**src/rtl/riscv_pkg.sv**
```systemverilog
// Shared definitions for the execute-side pipeline: ALU opcodes,
// forwarding-source select and the ID/EX register layout.
package riscv_pkg;

  // Default datapath geometry; the ID/EX struct below is sized from these.
  localparam int XLEN   = 32;
  localparam int OP_W   = 4;
  localparam int RADDR_W = 5;

  // ALU operation codes as consumed by the downstream ALU.
  localparam logic [OP_W-1:0] ALU_AND  = 4'b0000;
  localparam logic [OP_W-1:0] ALU_OR   = 4'b0001;
  localparam logic [OP_W-1:0] ALU_ADD  = 4'b0010;
  localparam logic [OP_W-1:0] ALU_XOR  = 4'b0011;
  localparam logic [OP_W-1:0] ALU_SUB  = 4'b0110;
  localparam logic [OP_W-1:0] ALU_SLL  = 4'b0111;
  localparam logic [OP_W-1:0] ALU_SRL  = 4'b1000;
  localparam logic [OP_W-1:0] ALU_SLT  = 4'b1001;
  localparam logic [OP_W-1:0] ALU_SLTU = 4'b1010;
  localparam logic [OP_W-1:0] ALU_SRA  = 4'b1011;
  localparam logic [OP_W-1:0] ALU_BGE  = 4'b1100;
  localparam logic [OP_W-1:0] ALU_BGEU = 4'b1101;

  // Where an EX operand comes from.
  typedef enum logic [1:0] {
    FWD_RF  = 2'd0,
    FWD_EXM = 2'd1,
    FWD_MWB = 2'd2
  } fwd_sel_t;

  // Contents of the ID/EX pipeline register.
  typedef struct packed {
    logic               valid;
    logic [XLEN-1:0]    pc;
    logic [XLEN-1:0]    rs1_data;
    logic [XLEN-1:0]    rs2_data;
    logic [XLEN-1:0]    imm;
    logic [RADDR_W-1:0] rs1;
    logic [RADDR_W-1:0] rs2;
    logic [RADDR_W-1:0] rd;
    logic [OP_W-1:0]    alu_op;
    logic               alusrc;
    logic               asrc_pc;
    logic               reg_write;
    logic               mem_read;
    logic               mem_write;
  } id_ex_t;

  // A bubble: no valid instruction, no side effects, neutral opcode.
  function automatic id_ex_t bubble();
    id_ex_t b;
    b        = '0;
    b.alu_op = ALU_AND;
    return b;
  endfunction

endpackage

```
**src/rtl/ex_forward_unit.sv**
```systemverilog
// Operand forwarding for one EX source register: picks the youngest
// in-flight producer (EX/MEM before MEM/WB), else the register-file value.
module ex_forward_unit
  import riscv_pkg::*;
#(
  parameter int DATA_WIDTH = 32,
  parameter int REG_ADDR_W = 5
) (
  input  logic [REG_ADDR_W-1:0] rs,
  input  logic [DATA_WIDTH-1:0] rf_data,
  input  logic                  exm_reg_write,
  input  logic [REG_ADDR_W-1:0] exm_rd,
  input  logic [DATA_WIDTH-1:0] exm_result,
  input  logic                  mwb_reg_write,
  input  logic [REG_ADDR_W-1:0] mwb_rd,
  input  logic [DATA_WIDTH-1:0] mwb_result,
  output fwd_sel_t              sel,
  output logic [DATA_WIDTH-1:0] value
);

  // Source selection; x0 is hardwired and never takes a forwarded value.
  always_comb begin
    sel = FWD_RF;
    if (rs != '0) begin
      if (exm_reg_write && (exm_rd == rs)) begin
        sel = FWD_EXM;
      end else if (mwb_reg_write && (mwb_rd == rs)) begin
        sel = FWD_MWB;
      end
    end
  end

  // Operand mux driven by the chosen source.
  always_comb begin
    value = rf_data;
    case (sel)
      FWD_EXM: value = exm_result;
      FWD_MWB: value = mwb_result;
      default: value = rf_data;
    endcase
  end

endmodule

```
**src/rtl/id_ex_stage.sv**
```systemverilog
// ID/EX pipeline register with forwarding, operand selection and
// load-use hazard detection, feeding the ALU directly.
module id_ex_stage
  import riscv_pkg::*;
#(
  // The ID/EX struct is sized from the package constants, so these must
  // stay equal to XLEN / OP_W / RADDR_W.
  parameter int DATA_WIDTH    = XLEN,
  parameter int OPCODE_LENGTH = OP_W,
  parameter int REG_ADDR_W    = RADDR_W
) (
  input  logic                     clk,
  input  logic                     reset,
  input  logic                     id_valid,
  input  logic [DATA_WIDTH-1:0]    id_pc,
  input  logic [DATA_WIDTH-1:0]    id_rs1_data,
  input  logic [DATA_WIDTH-1:0]    id_rs2_data,
  input  logic [DATA_WIDTH-1:0]    id_imm,
  input  logic [REG_ADDR_W-1:0]    id_rs1,
  input  logic [REG_ADDR_W-1:0]    id_rs2,
  input  logic [REG_ADDR_W-1:0]    id_rd,
  input  logic [OPCODE_LENGTH-1:0] id_alu_op,
  input  logic                     id_alusrc,
  input  logic                     id_asrc_pc,
  input  logic                     id_reg_write,
  input  logic                     id_mem_read,
  input  logic                     id_mem_write,
  input  logic                     stall,
  input  logic                     flush,
  input  logic                     exm_reg_write,
  input  logic [REG_ADDR_W-1:0]    exm_rd,
  input  logic [DATA_WIDTH-1:0]    exm_result,
  input  logic                     mwb_reg_write,
  input  logic [REG_ADDR_W-1:0]    mwb_rd,
  input  logic [DATA_WIDTH-1:0]    mwb_result,
  output logic [DATA_WIDTH-1:0]    SrcA,
  output logic [DATA_WIDTH-1:0]    SrcB,
  output logic [OPCODE_LENGTH-1:0] Operation,
  output logic [DATA_WIDTH-1:0]    ex_store_data,
  output logic [DATA_WIDTH-1:0]    ex_pc,
  output logic [REG_ADDR_W-1:0]    ex_rd,
  output logic                     ex_valid,
  output logic                     ex_reg_write,
  output logic                     ex_mem_read,
  output logic                     ex_mem_write,
  output logic                     load_use_stall
);

  id_ex_t ex_reg;
  id_ex_t ex_next;
  id_ex_t id_fields;

  logic [REG_ADDR_W-1:0] src_idx  [2];
  logic [DATA_WIDTH-1:0] src_data [2];
  logic [DATA_WIDTH-1:0] fwd_val  [2];
  fwd_sel_t              fwd_sel  [2];
  logic                  unused_fwd_sel;

  // Pack the incoming ID fields into the register layout.
  always_comb begin
    id_fields           = '0;
    id_fields.valid     = id_valid;
    id_fields.pc        = id_pc;
    id_fields.rs1_data  = id_rs1_data;
    id_fields.rs2_data  = id_rs2_data;
    id_fields.imm       = id_imm;
    id_fields.rs1       = id_rs1;
    id_fields.rs2       = id_rs2;
    id_fields.rd        = id_rd;
    id_fields.alu_op    = id_alu_op;
    id_fields.alusrc    = id_alusrc;
    id_fields.asrc_pc   = id_asrc_pc;
    id_fields.reg_write = id_reg_write;
    id_fields.mem_read  = id_mem_read;
    id_fields.mem_write = id_mem_write;
  end

  // A load in EX whose destination ID is about to read cannot be forwarded in time.
  assign load_use_stall = ex_reg.valid & ex_reg.mem_read & (ex_reg.rd != '0) &
                          ((ex_reg.rd == id_rs1) | (ex_reg.rd == id_rs2)) & id_valid;

  // Next-state selection: flush beats stall beats hazard bubble beats capture.
  always_comb begin
    ex_next = ex_reg;
    if (flush) begin
      ex_next = bubble();
    end else if (stall) begin
      ex_next = ex_reg;
    end else if (load_use_stall) begin
      ex_next = bubble();
    end else begin
      ex_next = id_fields;
    end
  end

  // ID/EX register with synchronous reset.
  always_ff @(posedge clk) begin
    if (reset) begin
      ex_reg <= '0;
    end else begin
      ex_reg <= ex_next;
    end
  end

  assign src_idx[0]  = ex_reg.rs1;
  assign src_idx[1]  = ex_reg.rs2;
  assign src_data[0] = ex_reg.rs1_data;
  assign src_data[1] = ex_reg.rs2_data;

  // One forwarding unit per source operand; they re-evaluate every cycle,
  // including while EX is frozen.
  generate
    for (genvar gi = 0; gi < 2; gi++) begin : g_fwd
      ex_forward_unit #(
        .DATA_WIDTH (DATA_WIDTH),
        .REG_ADDR_W (REG_ADDR_W)
      ) u_fwd (
        .rs            (src_idx[gi]),
        .rf_data       (src_data[gi]),
        .exm_reg_write (exm_reg_write),
        .exm_rd        (exm_rd),
        .exm_result    (exm_result),
        .mwb_reg_write (mwb_reg_write),
        .mwb_rd        (mwb_rd),
        .mwb_result    (mwb_result),
        .sel           (fwd_sel[gi]),
        .value         (fwd_val[gi])
      );
    end
  endgenerate

  // Select codes are only observed through the forwarded values here.
  assign unused_fwd_sel = ^{fwd_sel[0], fwd_sel[1]};

  assign SrcA          = ex_reg.asrc_pc ? ex_reg.pc  : fwd_val[0];
  assign SrcB          = ex_reg.alusrc  ? ex_reg.imm : fwd_val[1];
  assign ex_store_data = fwd_val[1];
  assign Operation     = ex_reg.alu_op;
  assign ex_pc         = ex_reg.pc;
  assign ex_rd         = ex_reg.rd;
  assign ex_valid      = ex_reg.valid;
  assign ex_reg_write  = ex_reg.reg_write;
  assign ex_mem_read   = ex_reg.mem_read;
  assign ex_mem_write  = ex_reg.mem_write;

endmodule

```
**config.mk**
```make
export PLATFORM = sky130hd
export DESIGN_NAME = id_ex_stage
export DESIGN_NICKNAME = d
export VERILOG_FILES = /design/src/rtl/riscv_pkg.sv /design/src/rtl/ex_forward_unit.sv /design/src/rtl/id_ex_stage.sv
export SDC_FILE = /design/constraint.sdc
export NUM_CORES = 1
export LEC_CHECK = 0
export ABC_AREA = 1
export BUFFER_PORTS_ARGS = -buffer_cell sky130_fd_sc_hd__buf_2
export CORE_AREA = 2 2 144 146
export CTS_CLUSTER_DIAMETER = 40
export CTS_CLUSTER_SIZE = 28
export DETAILED_ROUTE_END_ITERATION = 10
export DIE_AREA = 0 0 146 148
export PLACE_DENSITY = 0.76
export SLEW_MARGIN = 5
export SYNTH_ARGS = -nofsm -noshare
export SYNTH_HDL_FRONTEND = slang
export SYNTH_SLANG_ARGS = --single-unit
```
**constraint.sdc**
```tcl
create_clock -name clk -period 3.45 [get_ports clk]
set_input_delay 0.69 -clock clk [delete_from_list [all_inputs] [get_ports clk]]
set_output_delay 0.69 -clock clk [all_outputs]
set_load 0.01 [all_outputs]
```
# Yosys cells after proc, flatten, opt, wreduce, memory -nomap -nowiden
# Index checks and enable logic that the tools add are counted.
# W data, S select, Z words.
totals:
  register_bits: 153
  latch_bits: 0
  ramBits: 0
  mem_bits_ro: 0
  in_bits: 233
  out_inout_bits: 142
  elab_cells: 48
  n_memories: 0
op_classes:
  addsub: 0
  n_mul: 0
  n_div: 0
  order_cmp: 0
  eq_ne: 10
  n_shift: 0
  muxes: 11
  bitwise: 5
  reduce_logical: 8
op_table:
  columns: ["operator", "count"]
  rows:
  - ["$mux W153", 1]
  - ["$pmux W32 S2", 2]
  - ["$mux W32", 2]
  - ["$eq A5 B5 Y1", 6]
  - ["$reduce_bool A5 Y1", 3]
  - ["$mux W2", 6]
  - ["$and A1 B1 Y1", 4]
  - ["$eq A2 B1 Y1 const B", 2]
  - ["$eq A2 B2 Y1 const B", 2]
  - ["$logic_and A1 B1 Y1", 4]
  - ["$reduce_or A2 Y1", 1]
  - ["$or A1 B1 Y1", 1]

# Longest topological paths before layout
depth:
  word_depth: 8
  depth_mapped: 15
  ltp_nobuf: 13

# Hierarchy
# A second synthesis with hierarchy kept.
hier_totals:
  cells_unflattened: 1577
  hier_area_um2: 9638.0
modules_own_cells:
  columns: ["mod", "instances", "cells_per_inst", "area_per_inst_um2", "seq_area_each_um2"]
  rows:
  - ["id_ex_stage", 1, 1143, 7701.1, 3062.9]
  - ["ex_forward_unit", 2, 217, 968.4, 0.0]

# Worst setup path before layout
# OpenSTA, ideal clock, no wires.
synth_path:
  path_type: "input-to-output"
  startpoint: "input exm_rd[0]"
  endpoint: "output SrcB[0]"
  arrival_time_ns: 2.560
  path_slack_ns: 0.200
  stages: 13
  n_path_buf: 2
  path_cell_list: "or2_2 nand4_1 nor4_1 nor2_1 inv_1 ha_1 clkbuf_1 inv_1 clkbuf_1 nor2_1 a21oi_1 nand2_1 nand2_1"
synth_via:
  elab_chain_cells: 7
synth_rtl:
  columns: ["element", "line_no", "rtl"]
  rows:
  - ["start: declaration", "id_ex_stage.sv:31", "input logic [REG_ADDR_W-1:0] exm_rd,"]
  - ["$eq A5 B5 Y1 (*)", "ex_forward_unit.sv:25", "if (exm_reg_write && (exm_rd == rs)) begin"]
  - ["$logic_and A1 B1 Y1 (*)", "ex_forward_unit.sv:25", null]
  - ["$mux W2 (*)", "ex_forward_unit.sv:25", null]
  - ["$mux W2 (*)", "ex_forward_unit.sv:24", "if (rs != '0) begin"]
  - ["$eq A2 B2 Y1 or $eq A2 B1 Y1 (tied branches)", "ex_forward_unit.sv:36", "case (sel)"]
  - ["$pmux W32 S2 (*)", "ex_forward_unit.sv:36", null]
  - ["net ex_store_data[0]", "id_ex_stage.sv:39", "output logic [DATA_WIDTH-1:0] ex_store_data,"]
  - ["$mux W32 (*)", "id_ex_stage.sv:136", "assign SrcB = ex_reg.alusrc ? ex_reg.imm : fwd_val[1];"]
  - ["end: declaration", "id_ex_stage.sv:37", "output logic [DATA_WIDTH-1:0] SrcB,"]
# Mark *: on every way through the listed nets, which the timed path passes. The rest lies on a longest branch.

# Worst setup path in the final report
layout_path:
  startpoint: "register ex_reg[19] (netlist bit)"
  endpoint: "output SrcA[21]"
layout_via:
  elab_chain_cells: 8
layout_rtl:
  columns: ["element", "line_no", "rtl"]
  rows:
  - ["start: declaration", "id_ex_stage.sv:49", "id_ex_t ex_reg;"]
  - ["start signal: assignment", "id_ex_stage.sv:101", "ex_reg <= ex_next;"]
  - ["$eq A5 B5 Y1", "ex_forward_unit.sv:27", "end else if (mwb_reg_write && (mwb_rd == rs)) begin"]
  - ["$logic_and A1 B1 Y1", "ex_forward_unit.sv:27", null]
  - ["$mux W2", "ex_forward_unit.sv:27", null]
  - ["$mux W2", "ex_forward_unit.sv:25", null]
  - ["$mux W2 (*)", "ex_forward_unit.sv:24", null]
  - ["$eq A2 B2 Y1 or $eq A2 B1 Y1 (tied branches)", "ex_forward_unit.sv:36", null]
  - ["$pmux W32 S2 (*)", "ex_forward_unit.sv:36", null]
  - ["$mux W32 (*)", "id_ex_stage.sv:135", "assign SrcA = ex_reg.asrc_pc ? ex_reg.pc : fwd_val[0];"]
  - ["end: declaration", "id_ex_stage.sv:36", "output logic [DATA_WIDTH-1:0] SrcA,"]
# Every way passes the cells marked *; elsewhere a longest branch is shown, timed or not.

==> results by group <==
Power
  • Switch Pwr: 1360 uW
  • Clk pwr share: 0.451
  • Leakage power: about 0.0067 uW
  • VDD IR max: 0.326 mV
  • Flop pwr share: 0.389
  • Int Power: between 3000 and 4000 uW
  • Combinational Power Share: 0.161
  • Power per standard cell area: around 370 mW/mm^2
  • Switching share of power: 0.282

Floorplanning
  • Starting density of the core: 0.457
  • Die W: 146 um
  • Die footprint: approximately 0.022 mm^2
  • I/O Pins: ~380
  • Die Y-Extent: between 100 and 150 um
  • Core area: 0.0200 mm^2
  • # rows: between 50 and 60

Place
  • Gpl congestion: between 0.9 and 1
  • Placed cells: ~2,100
  • PortBufs: between 300 and 400
  • DPL Wire Length: between 20,000 and 30,000 um

Flow run
  • Max-cap violations: 0

Synthesis
  • Synth Warn #: 0
  • Mean Syn Cell Area: roughly 6.0 um^2
  • Post-Syn Instances: ~1,500
  • Synth top area share: 0.335
  • Synth area leader: dfxtp_1
  • Number of flops mapped to enable cells by yosys: 0
  • Commonest register cell after synthesis: dfxtp_1
  • Asr flop ratio synth: 0
  • Area contributors post-synth: dfxtp_1 33%, nand2_1 20%, a21oi_1 12%
  • Yosys reg bits: 153
  • Synth unique cells: 25
  • Synthesized net count: ~1,800
  • Post-synthesis sequential area ratio: 0.335
  • Synth cell count leaders: 493 x nand2_1, 231 x nor2_1, 219 x a21oi_1
  • Mapped Area: around 0.009 mm^2
  • Most frequent cell after synthesis: nand2_1

Cells and area
  • Reg area: 0.00308 mm^2
  • Fin cells: between 2,000 and 2,500
  • Area grow syn2layout: 43.4%
  • Max reg flops: ~110
  • Multi-input logic area: around 0.0054 mm^2
  • Layout cells sized above 1: 0.341
  • Nets@finish: ~2,100
  • # fillers: ~1,900

Setup path
  • Slowest-stage cell, CP: ha_4
  • Setup crit end kind: output pin
  • Setup CP Type: flop to output pin
  • Reg2Reg Launch Point: ex_rd[4]$_SDFFE_PP0N_
  • Delay-heaviest family, CP: buffers and inverters
  • FF-to-FF setup slack: between 1 and 1.5 ns
  • CP bufs+invs: 5
  • RR Endpoint: ex_reg[4]$_SDFFE_PP0N_
  • CP peak stage delay: between 0.4 and 0.5 ns
  • Crit path DAT: between 2 and 3 ns
  • Worst path required time: around 2.8 ns
  • CP Launch Point: ex_reg[19]$_SDFFE_PP0N_
  • Critical-path maximum fanout: 7
  • Worst Setup Start Kind: flop
  • Worst reg-to-reg path cell count: 10
  • Cell breakdown of the critical path: buf_6 > xor2_1 > a211oi_1 > nand4_1 > ha_4 > clkinvlp_4 > buf_12 > clkbuf_16 > nor2_2 > o31ai_2 > buf_2

Detailed routing
  • DRC Markers: 0
  • Vias per inst: ~5.2
  • Met3 routed WL: ~3400 um
  • Drt total wl: 38,300 um
  • M1 WL: 15,300 um
  • Met2 wire len: ~18,000 um
  • Vias: ~11,000
  • DR iter-0 viols: about 1,200
  • Drt pass-1 iters: 6
  • Routed wire length per instance: 17.8 um
  • Routed Antenna Nets: 0
  • Highest routed layer: met5

Run status
  • Failing checks: negative setup slack
  • Status: finished with violations

Timing
  • Slew HR: 0.359
  • Max-slew violations: 0
  • Final worst slack: -0.0739 ns
  • Tcrit/Tclk final: 1.02
  • Layout Skew: 0.0129 ns
  • TNS Setup: -1.00 ns
  • FMAX: between 0.2 and 0.3 GHz
  • Worst-Margin Slew: between 0.9 and 1 ns
  • Endpoints failing hold: 0
  • Unrepaired setup endpoints after global routing: true
  • Final Setup Violations: 26
  • Min cycle time layout: approximately 3.5 ns
  • Fin Hold WS: roughly 0.46 ns

Min path
  • Hold depth: 2
  • Hold endpoint: ex_mem_write$_SDFFE_PP0N_
  • HP Class: flop to flop
  • Hold Startpoint: ex_mem_write$_SDFFE_PP0N_

Clock network
  • Num CTS Buffers: 17
  • CTS Root Cell: clkbuf_16
  • # clock sinks: 153
  • Clk slew on worst S/H paths: 0.07 ns
  • Worst-Skew Late Latency: 0.43 ns
  • CTS tree: done
  • Clock buffer depth: 2
  • Htree depth: 4

Global routing
  • Global-route wire length before repair: roughly 55,000 um
  • Initial antenna violation count: 10
  • Overflow after GRT: 0
  • Largest net degree at the start of global routing: just under 90
  • GRT Resource Usage Total: 0.323
  • Vias in the first global route: 10,100
## per-layer routing
metal / up-vias / GRT usage
met3: 89 / 0.0602
met1: 5164 / 0.421
li1: 5412 / -
met5: - / 0
met4: 2 / 0.136
met2: 587 / 0.527
## kinds of logic (layout without fill, tap and decap cells)
kind of cell               Yosys count  in the layout  share of synthesized area
and+or+nand+nor                    738            738                      0.306
buffers and inverters              328            676                      0.159
AOI/OAI and AO/OA                  296            296                      0.186
DFF                                153            153                      0.335
xor gates and xnor gates             9              9                    0.00861
adders and majority gates            4              4                    0.00547
other                                0              8                          0
## power by group through the flow
stage	clock network (uW)	registers [uW]	logic [uW]
after global routing	2250	1870	839
after CTS	2170	1860	708
after global placement	0	1900	694
after detailed placement	0	1900	696
after floorplan	0	1890	374
final	2170	1870	772
## repair_timing
action	in CTS	in global routing
pin swaps	2	16
buffers inserted	0	7
hold buffers	0	0
setup endpoints to repair	84	76
cloned	1	8
gates resized for setup	34	163
## placed cells by master (no fill, tap or decap), types with 14 or more instances in the layout
master	Yosys	routed
a21oi_1	219	178
a21oi_2	0	41
a221oi_2	0	14
buf_12	0	18
buf_2	9	370
buf_4	41	54
clkbuf_16	0	23
dfxtp_1	153	144
inv_1	177	169
nand2_1	493	490
nor2_1	231	197
nor2_2	0	22
o31ai_1	32	23
## final cells by class
type,instances,area share
multi-input cells,1047,0.409
clock buffers,18,0.0327
diodes,8,0.00152
inverters,181,0.0530
clock inverters,14,0.0178
repair buffers,463,0.226
well taps,270,0.0257
flip-flops and latches,153,0.234
## through the flow
step | power, uW | worst slack, ns | area (um^2) | utilization
after detailed placement | 2600 | -0.233 | 11300 | 0.565
after global routing | 4970 | -0.149 | 13100 | 0.655
after global placement | 2600 | -0.222 | 11300 | 0.565
final | 4810 | -0.0739 | 13100 | 0.655
after floorplan | 2260 | 0.200 | 9150 | -
after CTS | 4740 | -0.0417 | 12200 | 0.607
## how the worst max path moves through the flow
| stage | end | slack, ns | cells past startpoint |
|---|---|---|---|
| after floorplan | SrcB[0] | 0.20 | 13 |
| after global placement | SrcA[14] | -0.22 | 11 |
| after detailed placement | SrcA[14] | -0.23 | 11 |
| after CTS | SrcA[11] | -0.04 | 11 |
| after global routing | SrcA[21] | -0.15 | 11 |
| final | SrcA[21] | -0.07 | 11 |
## tightest hold or removal path, stage by stage (launching register included)
cell     delay, ns
dfxtp_1       0.31
nand2_1       0.06
a21oi_1       0.05
No activity file was read; power rests on OpenSTA's default activity.
